**config.mk**
```make
export PLATFORM = sky130hd
export DESIGN_NAME = mem_arbiter
export DESIGN_NICKNAME = d
export VERILOG_FILES = /design/src/rtl/mem_arbiter.sv
export SDC_FILE = /design/constraint.sdc
export NUM_CORES = 1
export LEC_CHECK = 0
export ABC_AREA = 1
export BUFFER_PORTS_ARGS = -buffer_cell sky130_fd_sc_hd__buf_2
export CAP_MARGIN = 0
export CORE_ASPECT_RATIO = 0.6
export CORE_MARGIN = 4
export CORE_UTILIZATION = 55
export DETAILED_ROUTE_END_ITERATION = 8
export MAX_ROUTING_LAYER = met4
export PLACE_DENSITY = 0.9
export SYNTH_ARGS = -nofsm -noshare
export SYNTH_HDL_FRONTEND = slang
export SYNTH_SLANG_ARGS = --single-unit
```
**constraint.sdc**
```tcl
create_clock -name clk_in -period 5.05 [get_ports clk_in]
set_input_delay 0.2525 -clock clk_in [delete_from_list [all_inputs] [get_ports clk_in]]
set_output_delay 0.2525 -clock clk_in [all_outputs]
set_load 0.1 [all_outputs]
```
**src/rtl/mem_arbiter.sv**
```systemverilog
// Purpose: shares a byte-wide single-port RAM between the instruction-fetch (IF) and load/store (LS) clients.
// Latency: accept in cycle 0; reads respond in cycle N+2 (IF: 6), writes in cycle N+1 (N = byte count).
// Backpressure: the ready outputs are combinational and only in IDLE with ram_ready; a single access is in flight.
//
// Ports:
//   clk_in, reset                       clock, asynchronous active-high reset
//   ram_ready                           RAM clear sweep complete; sampled only in IDLE
//   ram_en/ram_r_nw/ram_a/ram_wdata     RAM pins; ram_rdata is registered by the RAM (1 cycle)
//   if_valid/if_addr/if_ready           IF 4-byte read request handshake
//   if_resp_valid/if_resp_data          IF response pulse and held word
//   ls_valid/ls_write/ls_size/ls_addr/ls_wdata/ls_ready   LS request handshake
//   ls_resp_valid/ls_resp_data          LS response pulse and held load data (0 for stores)
module mem_arbiter #(
   parameter int ADDR_WIDTH = 17
) (
   input  logic                  clk_in,
   input  logic                  reset,
   input  logic                  ram_ready,
   output logic                  ram_en,
   output logic                  ram_r_nw,
   output logic [ADDR_WIDTH-1:0] ram_a,
   output logic [7:0]            ram_wdata,
   input  logic [7:0]            ram_rdata,
   input  logic                  if_valid,
   input  logic [ADDR_WIDTH-1:0] if_addr,
   output logic                  if_ready,
   output logic                  if_resp_valid,
   output logic [31:0]           if_resp_data,
   input  logic                  ls_valid,
   input  logic                  ls_write,
   input  logic [1:0]            ls_size,
   input  logic [ADDR_WIDTH-1:0] ls_addr,
   input  logic [31:0]           ls_wdata,
   output logic                  ls_ready,
   output logic                  ls_resp_valid,
   output logic [31:0]           ls_resp_data
);

   typedef enum logic [1:0] {
      IDLE  = 2'd0,
      ISSUE = 2'd1,
      DRAIN = 2'd2
   } state_t;

   localparam logic PORT_IF = 1'b0;
   localparam logic PORT_LS = 1'b1;

   typedef struct packed {
      logic                  port;
      logic                  write;
      logic [2:0]            nbytes;
      logic [ADDR_WIDTH-1:0] addr;
      logic [31:0]           wdata;
   } req_t;

   state_t                state, state_nxt;
   req_t                  req_q;
   logic [2:0]            cnt;          // index of the byte being issued
   logic                  last_grant;
   logic [31:0]           rd_buf;
   logic [31:0]           rd_next;

   logic                  grant_if, grant_ls;
   logic                  last_byte;
   logic                  cap_vld;
   logic [1:0]            cap_idx;
   logic                  done;
   logic                  en_c, r_nw_c;
   logic [ADDR_WIDTH-1:0] a_c;
   logic [7:0]            wdata_c;

   logic                  if_resp_valid_q, ls_resp_valid_q;
   logic [31:0]           if_resp_data_q, ls_resp_data_q;

   function automatic logic [2:0] size_to_nbytes(input logic [1:0] size);
      case (size)
         2'b00:   size_to_nbytes = 3'd1;
         2'b01:   size_to_nbytes = 3'd2;
         default: size_to_nbytes = 3'd4;
      endcase
   endfunction

   always_ff @(posedge clk_in or posedge reset) begin
      if (reset) state <= IDLE;
      else       state <= state_nxt;
   end

   always_comb begin
      state_nxt = state;
      grant_if  = 1'b0;
      grant_ls  = 1'b0;
      en_c      = 1'b0;
      r_nw_c    = 1'b1;
      a_c       = '0;
      wdata_c   = '0;
      cap_vld   = 1'b0;
      cap_idx   = 2'd0;
      done      = 1'b0;
      last_byte = (cnt == (req_q.nbytes - 3'd1));

      unique case (state)
         IDLE: begin
            if (ram_ready) begin
               if (if_valid && ls_valid) begin
                  // Round-robin: the port not served last time wins.
                  grant_ls = (last_grant == PORT_IF);
                  grant_if = (last_grant == PORT_LS);
               end else begin
                  grant_if = if_valid;
                  grant_ls = ls_valid;
               end
            end
            if (grant_if || grant_ls) state_nxt = ISSUE;
         end
         ISSUE: begin
            en_c   = 1'b1;
            r_nw_c = ~req_q.write;
            a_c    = req_q.addr + ADDR_WIDTH'(cnt);   // wraps at the top of the RAM
            if (req_q.write) begin
               wdata_c = req_q.wdata[{cnt[1:0], 3'b000} +: 8];
            end else if (cnt != 3'd0) begin
               // RAM data lags the address by one cycle: collect the previous byte.
               cap_vld = 1'b1;
               cap_idx = cnt[1:0] - 2'd1;
            end
            if (last_byte) begin
               if (req_q.write) begin
                  state_nxt = IDLE;
                  done      = 1'b1;
               end else begin
                  state_nxt = DRAIN;
               end
            end
         end
         DRAIN: begin
            // Keep the RAM enabled on the last address so its final byte arrives.
            en_c      = 1'b1;
            r_nw_c    = 1'b1;
            a_c       = req_q.addr + ADDR_WIDTH'(cnt);
            cap_vld   = 1'b1;
            cap_idx   = cnt[1:0];
            done      = 1'b1;
            state_nxt = IDLE;
         end
         default: state_nxt = IDLE;
      endcase
   end

   // Read word including the byte arriving this cycle, so DRAIN can respond directly.
   always_comb begin
      rd_next = rd_buf;
      if (cap_vld) rd_next[{cap_idx, 3'b000} +: 8] = ram_rdata;
   end

   always_ff @(posedge clk_in or posedge reset) begin
      if (reset) begin
         req_q           <= '0;
         cnt             <= 3'd0;
         last_grant      <= PORT_IF;
         rd_buf          <= '0;
         if_resp_valid_q <= 1'b0;
         ls_resp_valid_q <= 1'b0;
         if_resp_data_q  <= '0;
         ls_resp_data_q  <= '0;
      end else begin
         if_resp_valid_q <= 1'b0;
         ls_resp_valid_q <= 1'b0;

         if (grant_if || grant_ls) begin
            last_grant <= grant_ls ? PORT_LS : PORT_IF;
            cnt        <= 3'd0;
            rd_buf     <= '0;   // unused upper bytes of short loads read as 0
            if (grant_ls) begin
               req_q <= '{port: PORT_LS, write: ls_write, nbytes: size_to_nbytes(ls_size),
                          addr: ls_addr, wdata: ls_wdata};
            end else begin
               req_q <= '{port: PORT_IF, write: 1'b0, nbytes: 3'd4,
                          addr: if_addr, wdata: 32'd0};
            end
         end else begin
            if (state == ISSUE && !last_byte) cnt <= cnt + 3'd1;
            if (cap_vld) rd_buf <= rd_next;
         end

         if (done) begin
            if (req_q.port == PORT_LS) begin
               ls_resp_valid_q <= 1'b1;
               ls_resp_data_q  <= req_q.write ? 32'd0 : rd_next;
            end else begin
               if_resp_valid_q <= 1'b1;
               if_resp_data_q  <= rd_next;
            end
         end
      end
   end

   // Reset forces every output low at once, including the idle-high read strobe.
   assign ram_en        = en_c;
   assign ram_r_nw      = r_nw_c & ~reset;
   assign ram_a         = a_c;
   assign ram_wdata     = wdata_c;
   assign if_ready      = grant_if & ~reset;
   assign ls_ready      = grant_ls & ~reset;
   assign if_resp_valid = if_resp_valid_q;
   assign if_resp_data  = if_resp_data_q;
   assign ls_resp_valid = ls_resp_valid_q;
   assign ls_resp_data  = ls_resp_data_q;

endmodule

```
* Word level (Yosys, flattened, before mapping)
Index checks and enable logic that the tools add are counted.
** Word-level totals
- Flip-flop bits (word level) :: 158
- Input bits :: 82
- Output and inout port bits :: 95
- Logic and storage cells :: 88
** Operators by class
- Reductions and logical operators :: 14
- Shifts and indexed selects :: 3
- Equal/unequal tests :: 6
- $add $sub $neg :: 5
- Bitwise operators :: 7
- Mux-type cells :: 40
** Operators with widths (number)
- $mux 32 :: 4
- $mux 54 :: 1
- $bwmux 32 :: 1
- $shift 8x7->32 const A :: 1
- $shiftx 32x6->8 :: 1
- $shiftx 8x7->32 :: 1
- $mux 1 :: 19
- $add 17x3->17 :: 1
- $mux 17 :: 1
- $mux 8 :: 2
- $mux 2 :: 5
- $pmux 2 s2 :: 2
- $neg 5->7 :: 1
- $mux 3 :: 2
- $pmux 3 s2 :: 1
- $reduce_and 2->1 :: 3
- $eq 2x1->1 const B :: 2
- $logic_not 2->1 :: 2
- $ne 2x2->1 const B :: 2
- $not 1->1 :: 4
- $pmux 1 s2 :: 2
- $reduce_bool 2->1 :: 2
- $add 3x1->3 const B :: 1
- $and 1x1->1 :: 3
- other kinds (9) :: 11

* Logic depth before layout (Yosys ltp)
- Word-level depth :: 10
- Gate-level depth with buffers :: 19
- Mapped depth without buffers :: 17

* Worst setup path after synthesis
No wires, ideal clock.
- Kind :: flip-flop to output port
- From :: register state[0]
- To :: output port ram_a[11]
- Stages on the path, launching flop included :: 6
- Path buffers :: 1
- Data required time :: 4798 ps
- Slack :: 1056 ps
- Arrival time :: 3742 ps
- Cell sequence :: dfrtp_1 -> inv_1 -> ha_1 -> buf_4 -> inv_2 -> nor3_1
** Between the ends
- Word-level cells in the longest chain between the ends :: 3
- Elaborated cells between the ends (all ways) :: 4
- Those cells by class :: eq/ne: 2; mux: 1; reduce/logical: 1
** Ends and longest elaborated chain
- start, declared :: RTL line 56 : state_t state, state_nxt;
- start signal, assigned :: RTL line 85 : else state <= state_nxt;
- $eq 2x1->1 / $eq 2x2->1 (equally long branches) :: RTL line 101 : unique case (state)
- $reduce_or 2->1 (no source line) *
- $mux 17 *
- end, declared :: RTL line 21 : output logic [ADDR_WIDTH-1:0] ram_a,
Every way passes the cells marked *; elsewhere a longest branch is shown, timed or not.

* Worst setup path after layout
- From :: register cnt[0]
- To :: output port ram_a[16]
** Between the ends
- Word-level cells in the longest chain between the ends :: 2
** Ends and longest elaborated chain
- start, declared :: RTL line 58 : logic [2:0] cnt;
- start signal, assigned :: RTL line 181 : if (state == ISSUE && !last_byte) cnt <= cnt + 3'd1;
- $add 17x3->17 :: RTL line 118, 139
- $mux 17
No other way between the ends.

==> out/results.md <==
| Metric | This run |
| --- | --- |
| Gpl congestion | 0.943 |
| Final number of max-transition violations | 0 |
| I/O Buffers | 176 |
| Worst hold path stage count | 3 |
| Clock-pin slew reported for the worst setup and hold paths after clock tree synthesis | 0.07 ns |
| Fraction of synthesized cell area taken by the top area cell type | 50.1% |
| RSZ-0062 raised after global routing | no |
| Dpl cells | 1303 |
| Share of cell area taken by muxes after synthesis | 0% |
| CP cell instances | buf_4, ha_1, fa_1, nand2_1, a21boi_0, nand2_1, nor2_1, nand3_1, o21ai_0, nand2_1, nor2_1, buf_2 |
| Area growth from synthesis to layout | 19.6% |
| Share of synthesized cell area in full adder, half adder and majority cells | 2.17% |
| Number of flops mapped to enable cells by yosys | 0 |
| Proportion of register bits with asynchronous set or reset after synthesis | 100% |
| Avg Vias per Cell | 5.44 |
| Maximum number of pins on one net before global-route repair | 99 |
| Count of final hold-check violations | 0 |
| Number of placement rows | 33 |
| H-tree levels | 4 |
| Post-synth design cell area | 0.00784 mm² |
| Initial Utilization | 56.9% |
| XOR/XNOR share of the synthesized area | 0.223% |
| Sinks on the clock net | 157 |
| YS warnings | 0 |
| Cell type with the largest total area after synthesis | dfrtp_1 |
| Hold Buf Count CTS | 0 |
| Number of global-route vias before repair | 6945 |
| Crit path buf inv count | 2 |
| Final Cycle Share | 70.1% |
| Net count, final | 1225 |
| Prevailing post-synth register cell | dfrtp_1 |
| Complex-gate fraction of the synthesized area | 11.3% |
| Violation count after the first detailed-routing iteration | 631 |
| First drt pass iteration count | 9 |
| Crit Path Class | register to output pin |
| Arrival time reported for the critical path endpoint | 3.29 ns |
| Startpoint type of the worst setup path | register |
| TritonCTS buffer count | 17 |
| Peak per-stage delay on the critical path | 0.45 ns |
| Antenna violations before repair | 0 |
| Setup Buffers After CTS | 0 |
| Cell family with most CP delay | simple AND/OR/NAND/NOR gates |
| Req. time, crit path | 4.80 ns |
| Max-capacitance violation count | 0 |
| Portion of the post-synthesis area used by sequential elements | 50.1% |
| First-pass GRT wire length | 36900 µm |
| Cell count after synthesis | 975 |
| CTS root buf | clkbuf_16 |
| Final setup violation count | 0 |
| Die Height | 101 µm |
| Count of non-filler cells in the finished layout | 1335 |
| Clock skew after layout | 0.0104 ns |
| Path category of the worst min-delay check | primary input to register |
| Outcome | finished clean |
| Post-synthesis cell type count | 37 |
| Logic depth of the worst setup path including buffers | 12 |
| Remaining global-route overflow | 0 |
| Cell area after placement | 0.00873 mm² |
| Storage element area | 0.00393 mm² |
| Basic-gate share of the synthesized area counting and, or, nand and nor cells | 28.1% |
| Slowest-stage cell, CP | buf_2 |
| Ports | 177 |
| Fill cell total of the finished layout | 1122 |
| Crit path time final | 3.54 ns |
| Combinational family with the most area after synthesis | simple AND/OR/NAND/NOR gates |
| Final standard cell utilization of the core | 68.0% |
| Worst-path maximum fanout | 30 |
| Diodes inserted | 0 |
| R2R cell count | 13 |
| Cell occurring most often along the worst timing path | nand2_1 |
| Bufs on Longest Clock Path | 2 |
| Via total after detailed routing | 7267 |
| Critical path endpoint category | output pin |
| Clock tree from TritonCTS | yes |
| Synth Area per Inst | 8.04 µm² |
| Slew @ Worst Pin | 1.14 ns |
| Routed wirelength normalized by instance count | 17.1 µm |
| Biggest area contributors in the synthesized netlist | dfrtp_1 50%, nand2_1 16%, nand3_1 4.0%, o21ai_0 3.8%, inv_1 3.8% |
| Final-layout setup total negative slack | 0 ns |
| Total area of multi-input combinational cells | 0.00328 mm² |
| Post-Syn Nets | 1070 |
| Total Routing Usage GR | 29.4% |
| Final HPWL from detailed placement | 15700 µm |
| Fin area | 0.00938 mm² |
| Relative slew slack | 23.9% |
| Count of antenna-violating nets left after detailed routing | 0 |
| Residual DRC count | 0 |
| Core Region | 0.0138 mm² |
| Area of the die | 0.0163 mm² |
| Ratio of cells with drive above 1 in the final layout | 22.2% |
| Number of flip-flops and latches in the synthesized netlist | 157 |
| Routed Wire Length | 22800 µm |
| Number of instances resized during post-cts repair | 0 |
| Chip width | 162 µm |
| Source-to-sink clock delay at the later pin of the worst-skew pair | 0.42 ns |
| Top achievable clock speed | 0.282 GHz |
cells by family after synthesis:
kind of cell             after synthesis
AND/OR/NAND/NOR                      510
flip-flops                           157
AO/OA/AOI/OAI                        155
buffers and inverters                138
adder cells (fa/ha/maj)               13
XOR/XNOR                               2
synth_stat cells, types with 2 or more instances:
library cell  instances
nand2_1             341
dfrtp_1             157
inv_1                79
nand3_1              63
o21ai_0              60
nor2_1               54
a21oi_1              46
clkbuf_1             20
nand4_1              18
o211ai_1             14
a22o_1               13
o21ai_1              13
ha_1                 12
buf_2                11
buf_6                11
inv_2                 7
nand2_2               6
nand2_4               6
buf_4                 5
and2_1                4
clkinv_1              4
nor3_1                4
or2_2                 4
nor2_2                3
o21ai_2               3
o22ai_1               3
nand3_4               2
nor2_8                2
xor2_1                2
sequential cells by signal, summed over array words and instances, names as in the netlist:
| signal | cells |
|---|---|
| req_q | 54 |
| if_resp_data | 32 |
| ls_resp_data | 32 |
| rd_buf | 32 |
| cnt | 3 |
| state | 2 |
| if_resp_valid | 1 |
| ls_resp_valid | 1 |
worst register-to-register path, cell delays in order, from the launching register on:
cell	delay (ns)
dfrtp_1	0.78
inv_2	0.15
ha_1	0.24
nand2_1	0.10
o211ai_1	0.17
a21oi_1	0.39
ha_1	0.50
inv_1	0.29
nand3_1	0.19
nor2_1	0.16
nand2_1	0.09
nand2_1	0.13
inv_1	0.08
o21ai_0	0.13
area by class of cell:
type                    count  share of cell area [%]
clock buffers              17                    4.54
multi-input cells         680                    35.0
flip-flops and latches    157                    41.9
clock inverters            15                    2.36
inverters                  91                    3.72
well taps                 192                    2.56
repair buffers            183                    9.95
per-layer routing:
layer | vias up | part of all wire, % | GRT usage (%)
met3 | 22 | 8.9 | 6.29
met2 | 338 | 42 | 40.8
met4 | 0 | 0.85 | 5.52
met1 | 3452 | 48 | 45.0
li1 | 3455 | - | -
met5 | - | 0 | -
layout by cell type (no fill, tap or decap), types with 6 or more instances in the layout:
cell       count
buf_4          7
dfrtp_1      157
o21ai_1       13
inv_6          8
inv_2          7
o211ai_1      14
nand2_2        7
clkbuf_16     17
a21oi_1       46
nand4_1       18
o21ai_0       60
buf_2        176
inv_1         78
nand2_1      340
ha_1          12
nand3_1       63
a22o_1        13
nor2_1        54
nand2_4        6
path summary, 6_finish.rpt:
kind                               endpoint  slack, ns             from
setup reg to reg           if_resp_data[13]       1.60           cnt[1]
min in group asynchronous         req_q[23]       0.05            reset
hold / removal                    req_q[27]       0.04     ls_wdata[27]
hold reg to reg             ls_resp_data[7]       0.47  ls_resp_data[7]
max in group asynchronous        rd_buf[15]       3.72            reset
setup / recovery                  ram_a[16]       1.51           cnt[0]
metrics by stage:
step / hold slack, ns / setup WS, ns
6_report: 0.0360 / 1.51
5_1_grt: 0.0261 / 1.24
4_1_cts: 0.0292 / 1.56
3_5_place_dp: 0.453 / 1.69
3_3_place_gp: 0.452 / 1.70
2_1_floorplan: 0.365 / 0.563
Power is not shown: default switching activity piles up to over one toggle a cycle in this logic, so the estimate is an artifact.
